<file path="src/rtl/tft_spi_monitor.sv">
// Passive monitor for a TFT panel SPI link: deserialises bytes from the
// transmitter and decodes CASET/PASET/RAMWR traffic into pixel writes.
module tft_spi_monitor #(
  parameter int X_MAX = 319,
  parameter int Y_MAX = 479
) (
  input  logic        clk,
  input  logic        rst,
  input  logic        tft_clk,
  input  logic        tft_mosi,
  input  logic        tft_dc,
  input  logic        tft_cs,
  output logic        byte_valid,
  output logic [7:0]  byte_data,
  output logic        byte_dc,
  output logic        pixel_valid,
  output logic [8:0]  pixel_x,
  output logic [8:0]  pixel_y,
  output logic [15:0] pixel_color,
  output logic        in_ramwr
);

  typedef enum logic [1:0] {IDLE, CASET, PASET, RAMWR} state_t;

  localparam logic [8:0] XE_RST = 9'(X_MAX);
  localparam logic [8:0] YE_RST = 9'(Y_MAX);

  logic [1:0]  clk_sync_q, clk_sync_d, mosi_sync_q, mosi_sync_d;
  logic [1:0]  dc_sync_q, dc_sync_d, cs_sync_q, cs_sync_d;
  logic        clk_prev_q, clk_prev_d;
  logic [7:0]  shift_q, shift_d;
  logic [2:0]  bit_cnt_q, bit_cnt_d;
  logic        done_q, done_d, done_dc_q, done_dc_d;
  logic        byte_valid_q, byte_valid_d, byte_dc_q, byte_dc_d;
  logic [7:0]  byte_data_q, byte_data_d;
  state_t      state_q, state_d;
  logic [1:0]  param_idx_q, param_idx_d;
  logic        hi_flag_q, hi_flag_d;
  logic [7:0]  color_hi_q, color_hi_d;
  logic [8:0]  xs_q, xs_d, xe_q, xe_d, ys_q, ys_d, ye_q, ye_d;
  logic [8:0]  x_q, x_d, y_q, y_d;
  logic        pixel_valid_q, pixel_valid_d, in_ramwr_q, in_ramwr_d;
  logic [8:0]  pixel_x_q, pixel_x_d, pixel_y_q, pixel_y_d;
  logic [15:0] pixel_color_q, pixel_color_d;

  always_comb begin
    clk_sync_d    = {clk_sync_q[0], tft_clk};
    mosi_sync_d   = {mosi_sync_q[0], tft_mosi};
    dc_sync_d     = {dc_sync_q[0], tft_dc};
    cs_sync_d     = {cs_sync_q[0], tft_cs};
    clk_prev_d    = clk_sync_q[1];
    shift_d       = shift_q;
    bit_cnt_d     = bit_cnt_q;
    done_d        = 1'b0;
    done_dc_d     = done_dc_q;
    byte_valid_d  = 1'b0;
    byte_data_d   = byte_data_q;
    byte_dc_d     = byte_dc_q;
    state_d       = state_q;
    param_idx_d   = param_idx_q;
    hi_flag_d     = hi_flag_q;
    color_hi_d    = color_hi_q;
    xs_d          = xs_q;
    xe_d          = xe_q;
    ys_d          = ys_q;
    ye_d          = ye_q;
    x_d           = x_q;
    y_d           = y_q;
    pixel_valid_d = 1'b0;
    pixel_x_d     = pixel_x_q;
    pixel_y_d     = pixel_y_q;
    pixel_color_d = pixel_color_q;

    // Deselect drops any partial byte; a completed byte still goes out via done_q.
    if (cs_sync_q[1]) begin
      bit_cnt_d = 3'd0;
    end else if (clk_sync_q[1] && !clk_prev_q) begin
      shift_d   = {shift_q[6:0], mosi_sync_q[1]};
      bit_cnt_d = bit_cnt_q + 3'd1;
      if (bit_cnt_q == 3'd7) begin
        done_d    = 1'b1;
        done_dc_d = dc_sync_q[1];
      end
    end

    if (done_q) begin
      byte_valid_d = 1'b1;
      byte_data_d  = shift_q;
      byte_dc_d    = done_dc_q;
    end

    if (byte_valid_q) begin
      if (!byte_dc_q) begin
        param_idx_d = 2'd0;
        hi_flag_d   = 1'b0;
        case (byte_data_q)
          8'h2A:   state_d = CASET;
          8'h2B:   state_d = PASET;
          8'h2C: begin
            state_d = RAMWR;
            x_d     = xs_q;
            y_d     = ys_q;
          end
          default: state_d = IDLE;
        endcase
      end else begin
        case (state_q)
          CASET, PASET: begin
            param_idx_d = param_idx_q + 2'd1;
            case (param_idx_q)
              2'd0: if (state_q == CASET) xs_d[8] = byte_data_q[0];
                    else ys_d[8] = byte_data_q[0];
              2'd1: if (state_q == CASET) xs_d[7:0] = byte_data_q;
                    else ys_d[7:0] = byte_data_q;
              2'd2: if (state_q == CASET) xe_d[8] = byte_data_q[0];
                    else ye_d[8] = byte_data_q[0];
              default: begin
                if (state_q == CASET) xe_d[7:0] = byte_data_q;
                else ye_d[7:0] = byte_data_q;
                state_d = IDLE;
              end
            endcase
          end
          RAMWR: begin
            if (!hi_flag_q) begin
              color_hi_d = byte_data_q;
              hi_flag_d  = 1'b1;
            end else begin
              hi_flag_d     = 1'b0;
              pixel_valid_d = 1'b1;
              pixel_x_d     = x_q;
              pixel_y_d     = y_q;
              pixel_color_d = {color_hi_q, byte_data_q};
              // Raster scan inside the window, wrapping back to its top-left corner.
              if (x_q >= xe_q) begin
                x_d = xs_q;
                y_d = (y_q >= ye_q) ? ys_q : y_q + 9'd1;
              end else begin
                x_d = x_q + 9'd1;
              end
            end
          end
          default: ;
        endcase
      end
    end

    in_ramwr_d = (state_d == RAMWR);
  end

  always_ff @(posedge clk) begin
    if (!rst) begin
      clk_sync_q    <= '0;
      mosi_sync_q   <= '0;
      dc_sync_q     <= '0;
      cs_sync_q     <= '0;
      clk_prev_q    <= 1'b0;
      shift_q       <= '0;
      bit_cnt_q     <= '0;
      done_q        <= 1'b0;
      done_dc_q     <= 1'b0;
      byte_valid_q  <= 1'b0;
      byte_data_q   <= '0;
      byte_dc_q     <= 1'b0;
      state_q       <= IDLE;
      param_idx_q   <= '0;
      hi_flag_q     <= 1'b0;
      color_hi_q    <= '0;
      xs_q          <= '0;
      xe_q          <= XE_RST;
      ys_q          <= '0;
      ye_q          <= YE_RST;
      x_q           <= '0;
      y_q           <= '0;
      pixel_valid_q <= 1'b0;
      pixel_x_q     <= '0;
      pixel_y_q     <= '0;
      pixel_color_q <= '0;
      in_ramwr_q    <= 1'b0;
    end else begin
      clk_sync_q    <= clk_sync_d;
      mosi_sync_q   <= mosi_sync_d;
      dc_sync_q     <= dc_sync_d;
      cs_sync_q     <= cs_sync_d;
      clk_prev_q    <= clk_prev_d;
      shift_q       <= shift_d;
      bit_cnt_q     <= bit_cnt_d;
      done_q        <= done_d;
      done_dc_q     <= done_dc_d;
      byte_valid_q  <= byte_valid_d;
      byte_data_q   <= byte_data_d;
      byte_dc_q     <= byte_dc_d;
      state_q       <= state_d;
      param_idx_q   <= param_idx_d;
      hi_flag_q     <= hi_flag_d;
      color_hi_q    <= color_hi_d;
      xs_q          <= xs_d;
      xe_q          <= xe_d;
      ys_q          <= ys_d;
      ye_q          <= ye_d;
      x_q           <= x_d;
      y_q           <= y_d;
      pixel_valid_q <= pixel_valid_d;
      pixel_x_q     <= pixel_x_d;
      pixel_y_q     <= pixel_y_d;
      pixel_color_q <= pixel_color_d;
      in_ramwr_q    <= in_ramwr_d;
    end
  end

  assign byte_valid  = byte_valid_q;
  assign byte_data   = byte_data_q;
  assign byte_dc     = byte_dc_q;
  assign pixel_valid = pixel_valid_q;
  assign pixel_x     = pixel_x_q;
  assign pixel_y     = pixel_y_q;
  assign pixel_color = pixel_color_q;
  assign in_ramwr    = in_ramwr_q;

endmodule

</file>
<file path="config.mk">
export PLATFORM = sky130hd
export DESIGN_NAME = tft_spi_monitor
export DESIGN_NICKNAME = d
export VERILOG_FILES = /design/src/rtl/tft_spi_monitor.sv
export SDC_FILE = /design/constraint.sdc
export NUM_CORES = 1
export LEC_CHECK = 0
export ABC_AREA = 1
export CAP_MARGIN = 20
export CORE_UTILIZATION = 57
export DETAILED_ROUTE_END_ITERATION = 12
export PLACE_DENSITY = 0.79
export SYNTH_ARGS = -nofsm -noshare
export SYNTH_HDL_FRONTEND = slang
export SYNTH_SLANG_ARGS = --single-unit
</file>
<file path="constraint.sdc">
create_clock -name clk -period 2.8 [get_ports clk]
set_input_delay 0.28 -clock clk [delete_from_list [all_inputs] [get_ports clk]]
set_output_delay 0.28 -clock clk [all_outputs]
set_load 0.01 [all_outputs]
</file>
==> results.sh <==
export IMPL_status="finished, final reports clean"
export IMPL_max_clock_path_buffers=2
export IMPL_max_slew_margin_pct=52.3
export IMPL_slew_viol_final=0
export IMPL_cts_tree="done"
export IMPL_fmax_ghz=0.451
export IMPL_start_util_pct=58.9
export IMPL_slowest_delay_ns=0.45
export IMPL_grt_usage_pct=28.6
export IMPL_top_layer="met4"
export IMPL_setup_tns_ns=0
export IMPL_worstSetupPathType="flop to flop"
export IMPL_final_cells=951
export IMPL_place_congestion=0.938
export IMPL_cts_resized=0
export IMPL_muxShareOfSynthArea_pct=0
export IMPL_clk_pin_slew_ns=0.06
export IMPL_cp_slowest_cell="dfxtp_1"
export IMPL_netlist_instances=757
export IMPL_core_rowCount=36
export IMPL_grt_pass1_wl_mm=22.7
export IMPL_report_power_total_mw=4.07
export IMPL_grt_max_degree=109
export IMPL_layout_common_cells="dfxtp_1, nor2_1, nand2_1"
export IMPL_cts_sinks=135
export IMPL_skew_ns=0.00913
export IMPL_hold_viol=0
export IMPL_synth_seq_cells=135
export IMPL_period_share_pct=79.2
export IMPL_worstPathCellList="ha_1, a21oi_1, o21ai_0, o21ai_1, nand2_2, nand2_4, inv_2, o21ai_1, nor2_1"
export IMPL_path_delay_family="compound AO/OA/AOI/OAI gates"
export IMPL_htree_levels=4
export IMPL_cp_end_kind="flop"
export IMPL_maxCapViolCount=0
export IMPL_post_cts_setup_buffers=0
export IMPL_numPlacedInstances=920
export IMPL_core_area_mm2=0.00977
export IMPL_synth_compound_area_share_pct=17.9
export IMPL_power_leakage_nw=3.08
export IMPL_fin_crit_ns=2.22
export IMPL_wl_mm=14.2
export IMPL_antenna_found_initial=0
export IMPL_syn_nets=791
export IMPL_wl_met3_um=749
export IMPL_critical_path_arrival_ns=2.62
export IMPL_syn_area_per_cell_um2=7.61
export IMPL_synth_seq_area_share_pct=46.9
export IMPL_syn_area_mm2=0.00576
export IMPL_crit_top_cell="o21ai_1"
export IMPL_yosysWarnings=0
export IMPL_vdd_ir_drop_max_v=0.000445
export IMPL_yosys_area_share_simple_pct=19.5
export IMPL_root_buffer="clkbuf_8"
export IMPL_area_delta_synth_final_pct=20.7
export IMPL_synth_fa_ha_area_share_pct=6.08
export IMPL_tightest_slew_ns=0.714
export IMPL_layout_commonest_cell="dfxtp_1"
export IMPL_met2_length_mm=7.02
export IMPL_die_width_um=103
export IMPL_powerDensity_mw_per_mm2=585
export IMPL_ioPinCount=52
export IMPL_required_ns=3.20
export IMPL_dr_pass1_iters=5
export IMPL_synthXorXnorAreaFrac_pct=1.22
export IMPL_yosysUniqueCellTypes=36
export IMPL_cts_hold_buf=0
export IMPL_cts_buffers_inserted=17
export IMPL_drt_iter0_drc=271
export IMPL_num_vias=5123
export IMPL_wl_met1_mm=6.09
export IMPL_crit_buf_inv=1
export IMPL_hold_class="input pin to flop"
export IMPL_drive_above_1_share_pct=7.21
export IMPL_nNetsFinal=840
export IMPL_wire_per_inst_um=14.9
export IMPL_n_fill_cell=805
export IMPL_crit_path_start_kind="flop"
export IMPL_port_buffer_count=51
export IMPL_timing_hold_ws_ns=0.293
export IMPL_rsz0062_at_grt="no"
export IMPL_synth_top_family_by_area="simple AND/OR/NAND/NOR gates"
export IMPL_crit_fanout=14
export IMPL_grt_ovfl_total=0
export IMPL_detail_route_antenna_nets=0
export IMPL_dp_hpwl_mm=9.55
export IMPL_antennaDiodeCount=0
export IMPL_insertion_delay_ns=0.52
export IMPL_vias_per_cell=5.39
export IMPL_die_h_um=103
export IMPL_finalSetupViolCount=0
export IMPL_fp_dieArea_mm2=0.0105
export IMPL_drcViolationCount=0
export IMPL_grt_pass1_vias=4728
==> where the power goes <==
part | internal [mW] | switching, mW | total [mW]
combinational | 0.0248 | 0.0490 | 0.0738
sequential | 1.93 | 0.00575 | 1.94
clock | 1.24 | 0.816 | 2.06
total | 3.20 | 0.870 | 4.07
==> layer usage <==
metal / vias up / track usage, %
met5: - / 0
met4: 0 / 10.8
met3: 26 / 6.98
met2: 146 / 49.0
met1: 2373 / 34.8
li1: 2578 / -
==> state kept, by name, summed over array words and instances, names as in the netlist, 2 cells and up <==
signal,flops
y_q,9
bit_cnt_q,3
xs_q,9
dc_sync_q,2
cs_sync_q,2
ye_q,9
color_hi_q,8
byte_data,8
ys_q,9
x_q,9
pixel_color,16
param_idx_q,2
shift_q,8
pixel_y,9
pixel_x,9
xe_q,9
mosi_sync_q,2
state_q,2
clk_sync_q,2
==> worst reg2reg max path, stage by stage, from the launching register on <==
cell     delay (ns)
dfxtp_1        0.45
ha_1           0.29
a21oi_1        0.13
o21ai_0        0.08
o21ai_1        0.34
nand2_2        0.25
nand2_4        0.18
inv_2          0.14
o21ai_1        0.17
nor2_1         0.08
==> cell usage after synthesis <==
cell type,instances,share of area (%)
buf_4,1,0.13
nand2_1,98,6.4
nor4_1,2,0.22
clkbuf_1,23,1.5
o21bai_1,1,0.13
nand2_4,1,0.20
a21oi_1,80,7.0
xnor2_1,2,0.30
a2bb2oi_1,1,0.15
nand2_2,2,0.22
clkinv_1,2,0.13
buf_6,1,0.20
inv_1,86,5.6
inv_2,2,0.13
or2_2,2,0.22
o211ai_1,7,0.91
buf_2,6,0.52
dfxtp_1,135,47
nor2_1,104,6.8
o21ai_0,96,8.3
nor2_4,1,0.20
nor3_1,8,0.70
nor2_2,1,0.11
o21ai_1,8,0.70
buf_1,3,0.20
a31oi_1,2,0.22
nand3_1,36,3.1
ha_1,28,6.1
xor2_1,6,0.91
nor3_2,3,0.52
nor3b_2,1,0.22
a21boi_0,2,0.26
nand3b_1,2,0.26
nand4_1,2,0.22
nor3b_1,1,0.13
a211oi_2,1,0.22
==> cells by family (layout without fill, tap and decap cells) <==
logic type	after synthesis	after routing
DFF	135	135
and+or+nand+nor	264	264
buffers and inverters	124	185
xor gates and xnor gates	8	8
adders and majority gates	28	28
AOI/OAI and AO/OA	198	198
==> through the flow <==
stage | worst slack, ns | instance area (µm²) | util (%)
floorplan | 1.01 | 5760 | -
global placement | 0.752 | 6390 | 65.4
detailed placement | 0.663 | 6390 | 65.4
CTS | 0.607 | 6950 | 71.1
global route | 0.447 | 6950 | 71.1
finish | 0.584 | 6950 | 71.1
==> cell type report <==
class	count	area [µm²]	share of cell area, %
Clock buffer	20	455	6.55
Clock inverter	11	100	1.44
Inverter	90	338	4.86
Multi-Input combinational cell	498	2570	37.0
Sequential cell	135	2700	38.9
Tap cell	133	166	2.39
Timing Repair Buffer	64	616	8.86
==> final timing paths <==
| path | startpoint | to | slack [ns] | depth (start not counted) |
|---|---|---|---|---|
| max | x_q[2]$_SDFFE_PN0P_ | y_q[8]$_SDFFE_PN0P_ | 0.58 | 9 |
| min | rst | xe_q[5]$_SDFFE_PN1P_ | 0.29 | 3 |
| max reg2reg | x_q[2]$_SDFFE_PN0P_ | y_q[8]$_SDFFE_PN0P_ | 0.58 | 9 |
| min reg2reg | mosi_sync_q[0]$_SDFF_PN0_ | mosi_sync_q[1]$_SDFF_PN0_ | 0.41 | 2 |
Note: power is estimated with default switching activity, not from simulation.
